<file path="config.mk">
export PLATFORM = sky130hd
export DESIGN_NAME = uart_tx_fifo
export DESIGN_NICKNAME = d
export VERILOG_FILES = /design/src/rtl/uart_pkg.sv /design/src/rtl/byte_fifo.sv /design/src/rtl/uart_tx_fifo.sv
export SDC_FILE = /design/constraint.sdc
export NUM_CORES = 1
export LEC_CHECK = 0
export ABC_AREA = 1
export BUFFER_PORTS_ARGS = -buffer_cell sky130_fd_sc_hd__buf_2
export CAP_MARGIN = 20
export CORE_MARGIN = 2
export CORE_UTILIZATION = 60
export DETAILED_ROUTE_END_ITERATION = 8
export PLACE_DENSITY = 0.78
export SYNTH_ARGS = -nofsm -noshare
export SYNTH_HDL_FRONTEND = slang
export SYNTH_SLANG_ARGS = --single-unit
export TNS_END_PERCENT = 30
</file>
<file path="constraint.sdc">
create_clock -name i_clk -period 2.9 [get_ports i_clk]
set_input_delay 0.145 -clock i_clk [delete_from_list [all_inputs] [get_ports i_clk]]
set_output_delay 0.145 -clock i_clk [all_outputs]
set_load 0.05 [all_outputs]
</file>
<file path="src/rtl/uart_pkg.sv">
// ---------------------------------------------------------------------------
// uart_pkg
// Shared definitions for the buffered UART transmitter:
//   - default bit period (clocks per bit) and data-port addresses
//   - bit positions inside the status byte returned to the core
//   - serialiser state type (2-bit encoding)
// ---------------------------------------------------------------------------
package uart_pkg;

    localparam int         SAMPLE_DEF    = 104;
    localparam logic [8:0] TX_ADDR_DEF   = 9'h101;
    localparam logic [8:0] STAT_ADDR_DEF = 9'h100;

    localparam int STAT_BUSY = 0;
    localparam int STAT_FULL = 1;
    localparam int STAT_OVF  = 2;

    typedef enum logic [1:0] {
        IDLE  = 2'd0,
        START = 2'd1,
        DATA  = 2'd2,
        STOP  = 2'd3
    } tx_state_e;

endpackage

</file>
<file path="src/rtl/byte_fifo.sv">
// ---------------------------------------------------------------------------
// byte_fifo
// Synchronous byte FIFO, DEPTH entries (power of two, >= 2).
// Ports:
//   clk, rst        clock, asynchronous active-high reset (empties the FIFO)
//   push, push_data enqueue strobe and byte (ignored while full)
//   pop             dequeue strobe (ignored while empty)
//   pop_data        head entry, valid whenever empty = 0
//   empty, full     count == 0 / count == DEPTH
//   count           number of stored entries, 0..DEPTH
// ---------------------------------------------------------------------------
module byte_fifo #(
    parameter int DEPTH = 8
) (
    input  logic                       clk,
    input  logic                       rst,
    input  logic                       push,
    input  logic [7:0]                 push_data,
    input  logic                       pop,
    output logic [7:0]                 pop_data,
    output logic                       empty,
    output logic                       full,
    output logic [$clog2(DEPTH):0]     count
);

    localparam int AW = $clog2(DEPTH);

    logic [7:0]    mem [DEPTH];
    logic [AW-1:0] wr_ptr;
    logic [AW-1:0] rd_ptr;
    logic          wr_en;
    logic          rd_en;

    assign empty    = (count == '0);
    assign full     = (count == (AW+1)'(DEPTH));
    assign wr_en    = push & ~full;
    assign rd_en    = pop & ~empty;
    assign pop_data = mem[rd_ptr];

    // Pointers are AW bits wide, so they wrap modulo DEPTH for free.
    // NOTE: sequential state uses non-blocking (<=) so every register samples
    // the pre-edge values of the others, independent of block ordering.
    always_ff @(posedge clk or posedge rst) begin
        if (rst) begin
            wr_ptr <= '0;
            rd_ptr <= '0;
            count  <= '0;
        end else begin
            if (wr_en) wr_ptr <= wr_ptr + 1'b1;
            if (rd_en) rd_ptr <= rd_ptr + 1'b1;
            case ({wr_en, rd_en})
                2'b10:   count <= count + 1'b1;
                2'b01:   count <= count - 1'b1;
                default: count <= count;
            endcase
        end
    end

    // NOTE: the storage array has no reset; emptiness is defined by the
    // pointers/count, so resetting the contents would only add logic.
    always_ff @(posedge clk) begin
        if (wr_en) mem[wr_ptr] <= push_data;
    end

endmodule

</file>
<file path="src/rtl/uart_tx_fifo.sv">
// ---------------------------------------------------------------------------
// uart_tx_fifo
// Buffered 8N1 UART transmitter on the core's external data port. Writes to
// TX_ADDR are queued in a byte FIFO and serialised LSB first on o_uart_tx.
// Ports:
//   i_clk, i_rst   clock, asynchronous active-high reset
//   i_data_wr      one-cycle write strobe from the core
//   i_data_addr    9-bit data address
//   i_data_data    write data
//   o_stat         {5'b0, overflow, full, busy}, combinational from registers
//   o_uart_tx      serial line, idle high
//   o_empty/o_full FIFO status
// Build option: define UART_TX_FIFO_OVF_EN to add the sticky overflow flag
// (set by a write to TX_ADDR while full, cleared by any write to STAT_ADDR).
// Without it o_stat[2] is constant 0 and writes to STAT_ADDR are ignored.
// ---------------------------------------------------------------------------
module uart_tx_fifo
    import uart_pkg::*;
#(
    parameter int         SAMPLE    = SAMPLE_DEF,
    parameter int         DEPTH     = 8,
    parameter logic [8:0] TX_ADDR   = TX_ADDR_DEF,
    parameter logic [8:0] STAT_ADDR = STAT_ADDR_DEF
) (
    input  logic       i_clk,
    input  logic       i_rst,
    input  logic       i_data_wr,
    input  logic [8:0] i_data_addr,
    input  logic [7:0] i_data_data,
    output logic [7:0] o_stat,
    output logic       o_uart_tx,
    output logic       o_empty,
    output logic       o_full
);

    localparam int            CW       = $clog2(SAMPLE);
    localparam logic [CW-1:0] SMP_LAST = CW'(SAMPLE - 1);

    tx_state_e       state, state_next;
    logic [CW-1:0]   smp_cnt, smp_next;
    logic [2:0]      bit_cnt, bit_next;
    logic [7:0]      shift, shift_next;
    logic            line;

    logic            tx_wr;
    logic            fifo_pop;
    logic [7:0]      fifo_head;
    logic            fifo_empty;
    logic            fifo_full;
    logic [$clog2(DEPTH):0] fifo_count;
    logic            busy;
    logic            ovf;

    assign tx_wr = i_data_wr & (i_data_addr == TX_ADDR);

    byte_fifo #(.DEPTH(DEPTH)) u_fifo (
        .clk       (i_clk),
        .rst       (i_rst),
        .push      (tx_wr & ~fifo_full),
        .push_data (i_data_data),
        .pop       (fifo_pop),
        .pop_data  (fifo_head),
        .empty     (fifo_empty),
        .full      (fifo_full),
        .count     (fifo_count)
    );

    always_ff @(posedge i_clk or posedge i_rst) begin
        if (i_rst) begin
            state   <= IDLE;
            smp_cnt <= '0;
            bit_cnt <= '0;
            shift   <= '0;
        end else begin
            state   <= state_next;
            smp_cnt <= smp_next;
            bit_cnt <= bit_next;
            shift   <= shift_next;
        end
    end

    // NOTE: every signal written here gets a default first, so no path can
    // leave one unassigned and infer a latch.
    always_comb begin
        state_next = state;
        smp_next   = smp_cnt;
        bit_next   = bit_cnt;
        shift_next = shift;
        fifo_pop   = 1'b0;
        line       = 1'b1;
        case (state)
            IDLE: begin
                smp_next = '0;
                if (!fifo_empty) begin
                    fifo_pop   = 1'b1;
                    shift_next = fifo_head;
                    bit_next   = '0;
                    state_next = START;
                end
            end
            START: begin
                line = 1'b0;
                if (smp_cnt == SMP_LAST) begin
                    smp_next   = '0;
                    state_next = DATA;
                end else begin
                    smp_next = smp_cnt + 1'b1;
                end
            end
            DATA: begin
                line = shift[0];
                if (smp_cnt == SMP_LAST) begin
                    smp_next   = '0;
                    shift_next = {1'b0, shift[7:1]};
                    bit_next   = bit_cnt + 3'd1;
                    if (bit_cnt == 3'd7) state_next = STOP;
                end else begin
                    smp_next = smp_cnt + 1'b1;
                end
            end
            STOP: begin
                if (smp_cnt == SMP_LAST) begin
                    smp_next   = '0;
                    state_next = IDLE;
                end else begin
                    smp_next = smp_cnt + 1'b1;
                end
            end
            default: state_next = IDLE;
        endcase
    end

    // The line is decoded from registered state only, so an asynchronous
    // reset forces it high immediately and it never depends on bus inputs.
    assign o_uart_tx = line;

`ifdef UART_TX_FIFO_OVF_EN
    always_ff @(posedge i_clk or posedge i_rst) begin
        if (i_rst) begin
            ovf <= 1'b0;
        end else if (tx_wr & fifo_full) begin
            ovf <= 1'b1;          // a new overflow beats a same-cycle clear
        end else if (i_data_wr & (i_data_addr == STAT_ADDR)) begin
            ovf <= 1'b0;
        end
    end
`else
    assign ovf = 1'b0;
`endif

    assign busy    = (fifo_count != '0) | (state != IDLE);
    assign o_empty = fifo_empty;
    assign o_full  = fifo_full;

    always_comb begin
        o_stat            = '0;
        o_stat[STAT_BUSY] = busy;
        o_stat[STAT_FULL] = fifo_full;
        o_stat[STAT_OVF]  = ovf;
    end

endmodule

</file>
==> run metrics, run 1 <==
outcome=finished, final reports clean; Antenna Diode Count=0; max_cap viols=0; Final Hold Viols=0; Placed Instances=roughly 530; sequential fraction of the synthesis area=about 62%; Clock Skew=0.00962 ns; drt drc=0; sequential power share=between 40% and 50%; initial core utilization=~63%; crit share post-route=around three quarters; initial drt markers=around 170; worst-margin pin slew=around 0.71 ns; Worst Path Buf+Inv=1; switch share=between 40% and 50%; P&R area growth vs syn=9.36%; post-synth top area cell=edfxtp_1; RSZ-0062 raised after global routing=no; switching power=between 1.5 and 2 mW; type of the most critical hold path=input port to flop; clk sink count=between 90 and 100; placed inst area=around 0.0045 mm²; wl on met1=roughly 3500 µm; worst hold slack=around 0.064 ns; synthesized area per cell=around 10 µm²; TritonCTS buffer count=9; Final Critical Period=~2.2 ns; synth top area cells=edfxtp_1 (45%), dfrtp_1 (17%), nand2_1 (10%); Main synth FF type=edfxtp_1; clock slew at reported path FFs=0.09 ns; Fillers=518; fraction of layout cells with a size suffix above 1=between 15 and 20%; initial antenna violation count=0; flip-flop and latch count after synthesis=between 90 and 100; final number of max-transition violations=0; remaining global-route overflow=0; endpoint class of the critical path=flop; CTS H-tree depth=3; CP most frequent cell=ha_1; Placer Congestion=between 0.8 and 0.9; post-route design area=around 0.0047 mm²; die width=approximately 89 µm; highest metal used=met4; LEAKAGE=about 2.0 nW; Critical Path Start Type=flop; largest net degree at the start of global routing=34; clk buf depth=2; non-filler cells, final=roughly 550; slowest CP cell=dfrtp_1; I/O Buffers=24; DR vias=between 2000 and 3000; Detail Placement HPWL=about 5400 µm; Synth cell types=33; Core Area=0.00687 mm²; critical path class=flop to flop; Core Rows=30; Max Fclk=around 450 MHz; CTS tree=yes; die area=around 0.008 mm²; crit-path max cell delay=~0.43 ns; vias per cell=between 5 and 6; Int Pwr=around 2.6 mW; CP delay by family, top=simple AND/OR/NAND/NOR gates; Fin Setup TNS=0 ns; all-layer global routing usage=approximately 23%; number of global-route vias before repair=around 3000; first-pass GRT wire length=around 13000 µm; mapped cell area=between 0.004 and 0.005 mm²; cells after synthesis=419; worst-path maximum fanout=15; WL final=around 8100 µm; worst-path cell chain=nor2_2, nand3_1, nand3b_2, ha_1, nand2_1, clkinv_1, nor2_1, ha_1, a21oi_1, xor2_1, o21ai_0; Ports=31; fin nets=between 400 and 500; length of the first detailed-routing pass in iterations=5; post_cts resized=0; CP Data Required Time=roughly 3.1 ns; Met2 Wirelength=3980 µm; Clk pwr share=a little over a fifth; die span in y=88.7 µm; metal3 WL=about 450 µm; top cell type's share of synthesized area=around 45%; Critical Path AT=between 2 and 2.5 ns; number of routed nets with antenna violations=0; Slew headroom=52.5%; PD cells=945 mW/mm²; peak supply drop=between 0.0004 and 0.0005 V; Tot Pwr=between 4 and 5 mW; Gate power share=between 30% and 40%; worst skew pair latency=about 0.35 ns; EDFF count, synth=64; synth warn=0; final setup violating endpoints=0; ys async rst share=31.9%; CTS root buf=clkbuf_8; WL per Instance=~15 µm
-- cell families after synthesis --
family	after synthesis	synth area share, %
flip-flops	94	62.1
XOR/XNOR	7	1.42
AO/OA/AOI/OAI	18	2.38
buffers and inverters	48	5.78
adder cells (fa/ha/maj)	13	3.78
AND/OR/NAND/NOR	238	24.5
other	1	0.0871
-- layer usage --
layer | vias to the layer above | global-route usage, %
met5 | - | 0
met4 | 0 | 9.92
li1 | 1447 | -
met3 | 20 | 5.41
met1 | 1419 | 30.1
met2 | 108 | 37.5
-- Yosys cell counts (3+ instances only) --
cell / count
nand3_1: 59
edfxtp_1: 64
xnor2_1: 3
buf_4: 14
nor2_2: 7
o21ai_1: 4
nor3_1: 11
inv_2: 7
nand2_1: 120
dfrtp_1: 30
xor2_1: 4
nor2_1: 27
a21oi_1: 4
nand4_1: 3
o21ai_0: 6
buf_2: 7
inv_1: 17
ha_1: 13
-- final cells by class --
class	instances	area [µm²]	share of cell area [%]
well taps	96	120	2.55
clock inverters	5	82.6	1.75
clock buffers	11	131	2.79
inverters	25	93.8	1.99
multi-input cells	282	1400	29.8
repair buffers	35	205	4.36
flip-flops and latches	94	2670	56.8
-- state kept, by name (all words and copies together), names as in the netlist --
register       cells
bit_cnt            3
u_fifo.rd_ptr      3
u_fifo.count       4
smp_cnt            7
state              2
u_fifo.wr_ptr      3
shift              8
u_fifo.mem        64
-- final timing paths --
check / start / end / slack (ns) / cells past startpoint
setup / recovery: u_fifo.count[1]$_DFFE_PP0P_ / u_fifo.count[2]$_DFFE_PP0P_ / 0.67 / 11
hold / removal: i_data_data[5] / u_fifo.mem[0][5]$_DFFE_PP_ / 0.06 / 1
setup reg to reg: u_fifo.count[1]$_DFFE_PP0P_ / u_fifo.count[2]$_DFFE_PP0P_ / 0.67 / 11
hold reg to reg: shift[6]$_DFFE_PP0P_ / shift[6]$_DFFE_PP0P_ / 0.49 / 2
max in group asynchronous: i_rst / u_fifo.count[0]$_DFFE_PP0P_ / 1.80 / 4
min in group asynchronous: i_rst / bit_cnt[1]$_DFFE_PP0P_ / 0.45 / 3
-- timing repair --
item                                   CTS  global route
buffers inserted                         0             0
endpoints found under the hold margin   18             0
hold buffers                             1             0
-- worst reg2reg max path, cell delays in order (launching register included) --
cell      delay, ns
dfrtp_1        0.43
nor2_2         0.20
nand3_1        0.14
nand3b_2       0.28
ha_1           0.27
nand2_1        0.09
clkinv_1       0.06
nor2_1         0.06
ha_1           0.18
a21oi_1        0.15
xor2_1         0.16
o21ai_0        0.08
-- layout by cell type (no fill, tap or decap), types with 2 or more instances in the layout --
cell type / n
nand2_1: 120
edfxtp_1: 64
nand3_1: 59
dfrtp_1: 30
nor2_1: 27
buf_2: 24
inv_1: 17
ha_1: 13
nor3_1: 11
buf_4: 10
clkbuf_8: 9
inv_2: 7
nor2_2: 7
o21ai_0: 6
conb_1: 6
a21oi_1: 4
xor2_1: 4
o21ai_1: 4
nand4_1: 3
xnor2_1: 3
nand3_2: 2
or2_2: 2
o211ai_1: 2
o21ai_2: 2
clkbuf_1: 2
bufinv_16: 2
inv_6: 2
-- power groups by stage --
stage	combinational [mW]	sequential, mW	clock [mW]
2_1_floorplan	1.51	1.71	0
5_1_grt	1.95	1.84	0.991
3_3_place_gp	1.63	1.83	0
6_report	1.70	1.81	0.933
4_1_cts	1.71	1.81	0.945
3_5_place_dp	1.69	1.84	0
-- per-stage QoR --
step	utilization (%)	worst slack, ns
finish	68.5	0.674
global route	68.5	0.478
CTS	68.5	0.680
detailed placement	65.3	0.686
global placement	65.3	0.847
floorplan	-	0.899
No activity file was read; power rests on OpenSTA's default activity.
==> inputs of run 2 (changes only) <==
- clock period: 2.9 -> 2.25 ns (I/O delays scaled with it)
==> run metrics, run 2 (same netlist as run 1, synthesis figures left out) <==
outcome=finished, final reports clean; Fin Setup TNS=0 ns (unchanged); most frequent cells in the layout=nand2_1 (120), edfxtp_1 (64), nand3_1 (59); largest net degree at the start of global routing=34 (unchanged); Final Critical Period=2.10 ns (-0.123 ns); RR Startpoint=state[0]$_DFFE_PP0P_; all-layer global routing usage=22.2% (-0.92 points); Antenna Diode Count=0 (unchanged); initial antenna violation count=0 (unchanged); Max Fclk=475 MHz (+5.8%); clock slew at reported path FFs=0.10 ns (about the same); Worst Setup SP=state[0]$_DFFE_PP0P_; worst-path cell chain=inv_1, ha_2, nand2_1, inv_2, ha_2, nand2_1, clkinv_1, nor2_2, ha_1, a21oi_1, xor2_1, o21ai_0; Critical Path Start Type=flop; worst hold slack=0.0104 ns (-0.0534 ns); Core Rows=30 (unchanged); worst r2r dst=u_fifo.count[2]$_DFFE_PP0P_; Placer Congestion=0.834 (-2.3%); fin nets=484 (+0.83%); die span in y=88.7 µm (unchanged); origin of the worst min-delay path=i_data_data[7]; Final Hold Viols=0 (unchanged); TritonCTS buffer count=9 (unchanged); CTS H-tree depth=3 (unchanged); LEAKAGE=2.04 nW (+0.37%); final number of max-transition violations=0 (unchanged); Detail Placement HPWL=5150 µm (-3.9%); Ports=31 (unchanged); crit-path max cell delay=0.42 ns (about the same); Slew headroom=62.2% (+9.7 points); fraction of layout cells with a size suffix above 1=17.5% (+1.8 points); number of global-route vias before repair=2750 (-5.7%); peak supply drop=0.000527 V (+18%); Critical Path AT=2.36 ns (-0.11 ns); R2R cell count=12 (+1); Biggest register=u_fifo.mem; R2R setup slack=0.15 ns (-0.53 ns); type of the most critical hold path=input port to flop; CP Capture Point=u_fifo.count[2]$_DFFE_PP0P_; clk buf depth=2 (unchanged); WL final=7760 µm (-4.6%); Clock Skew=0.0153 ns (+0.00571 ns); final setup violating endpoints=0 (unchanged); CP Data Required Time=2.51 ns (-0.63 ns); initial core utilization=62.7% (unchanged); worst skew pair latency=0.37 ns (+0.02 ns); vias per cell=5.41 (-0.99%); most common cell after layout, fill and taps aside=nand2_1; I/O Buffers=24 (unchanged); clk sink count=94 (unchanged); number of routed nets with antenna violations=0 (unchanged); drt drc=0 (unchanged); CTS root buf=clkbuf_8; worst-path maximum fanout=5 (-10); Core Area=0.00687 mm² (unchanged); first-pass GRT wire length=13000 µm (-3.4%); initial drt markers=163 (-2.4%); CTS tree=yes; DP Worst Slack=0.0628 ns (-0.624 ns); length of the first detailed-routing pass in iterations=4 (-1); final worst setup slack=0.147 ns (-0.527 ns); die width=88.7 µm (unchanged); worst-margin pin slew=0.566 ns (-0.145 ns); crit share post-route=93.5% (+17 points); RSZ-0062 raised after global routing=no; post-CTS setup buffers=0 (unchanged); DR vias=2986 (-0.27%); endpoint class of the critical path=flop; WL per Instance=14.1 µm (-5.3%); max_cap viols=0 (unchanged); Largest register FFs=64 (unchanged); remaining global-route overflow=0 (unchanged); Tot Pwr=5.64 mW (+27%); PD cells=1190 mW/mm² (+26%); die area=0.00787 mm² (unchanged); P&R area growth vs syn=9.82%; biggest regs=u_fifo.mem: 64 flops, shift: 8 flops, smp_cnt: 7 flops; critical path class=flop to flop; slowest CP cell=dfrtp_1
## run 2: cell count changes in the layout (fill, tap and decap cells not counted)
cell	change
bufinv_16	-2
clkinv_4	+2
ha_1	-2
nor2_1	-1
nor2_4	+1
clkbuf_1	-2
ha_2	+2
clkinv_8	+1
buf_4	+4
inv_8	+1
## run 2: final cells by class
| type | instances | area (µm²) |
|---|---|---|
| flip-flops and latches | 94 | 2670 |
| fillers | 507 | 2140 |
| multi-input cells | 282 | 1420 |
| repair buffers | 39 | 235 |
| clock buffers | 9 | 124 |
| well taps | 96 | 120 |
| inverters | 25 | 93.8 |
| clock inverters | 7 | 67.6 |
## run 2: worst min-delay path by stage
| stage | cells past startpoint | endpoint | slack (ns) |
|---|---|---|---|
| floorplan | 1 | bit_cnt[0]$_DFFE_PP0P_ | 0.20 |
| global placement | 3 | smp_cnt[0]$_DFF_PP0_ | 0.21 |
| detailed placement | 3 | smp_cnt[3]$_DFF_PP0_ | 0.21 |
| CTS | 1 | u_fifo.mem[4][5]$_DFFE_PP_ | 0.005 |
| global route | 1 | u_fifo.mem[4][5]$_DFFE_PP_ | 0.008 |
| finish | 1 | u_fifo.mem[7][7]$_DFFE_PP_ | 0.01 |
## run 2: what timing repair did
item	CTS	global route
hold buffers	1	0
gates resized for setup	0	4
hold endpoints to repair	30	0
setup endpoints to repair	0	2
## run 2: routing by layer
metal  routed length, µm  share of wire, %  track usage [%]  vias to the layer above
met5                   0                 0                0                        -
met4                 187               2.4             8.54                        0
met3                 400               5.2             5.69                       22
met2                3830                49             35.4                       78
met1                3340                43             29.6                     1428
li1                    -                 -                -                     1458
## run 2: report_power, final
| part | total [mW] | leakage (nW) | switching, mW | internal (mW) |
|---|---|---|---|---|
| sequential | 2.28 | 0.950 | 0.217 | 2.06 |
| clock | 1.05 | 0.0989 | 0.624 | 0.428 |
| combinational | 2.32 | 0.989 | 1.55 | 0.767 |
## run 2: critical path, delay by kind of cell, from the launching register on
family / cells / cell delay (ns)
AOI/OAI and AO/OA: 2 / 0.25
and+or+nand+nor: 3 / 0.24
DFF: 1 / 0.42
xor gates and xnor gates: 1 / 0.17
buffers and inverters: 3 / 0.30
adders and majority gates: 3 / 0.62
## run 2: per-stage QoR
| step | util, % | instance area [µm²] | instances |
|---|---|---|---|
| floorplan | - | 4320 | 424 |
| global placement | 65.7 | 4510 | 535 |
| detailed placement | 65.7 | 4510 | 535 |
| CTS | 68.7 | 4720 | 552 |
| global route | 68.8 | 4730 | 552 |
| finish | 68.8 | 4730 | 552 |
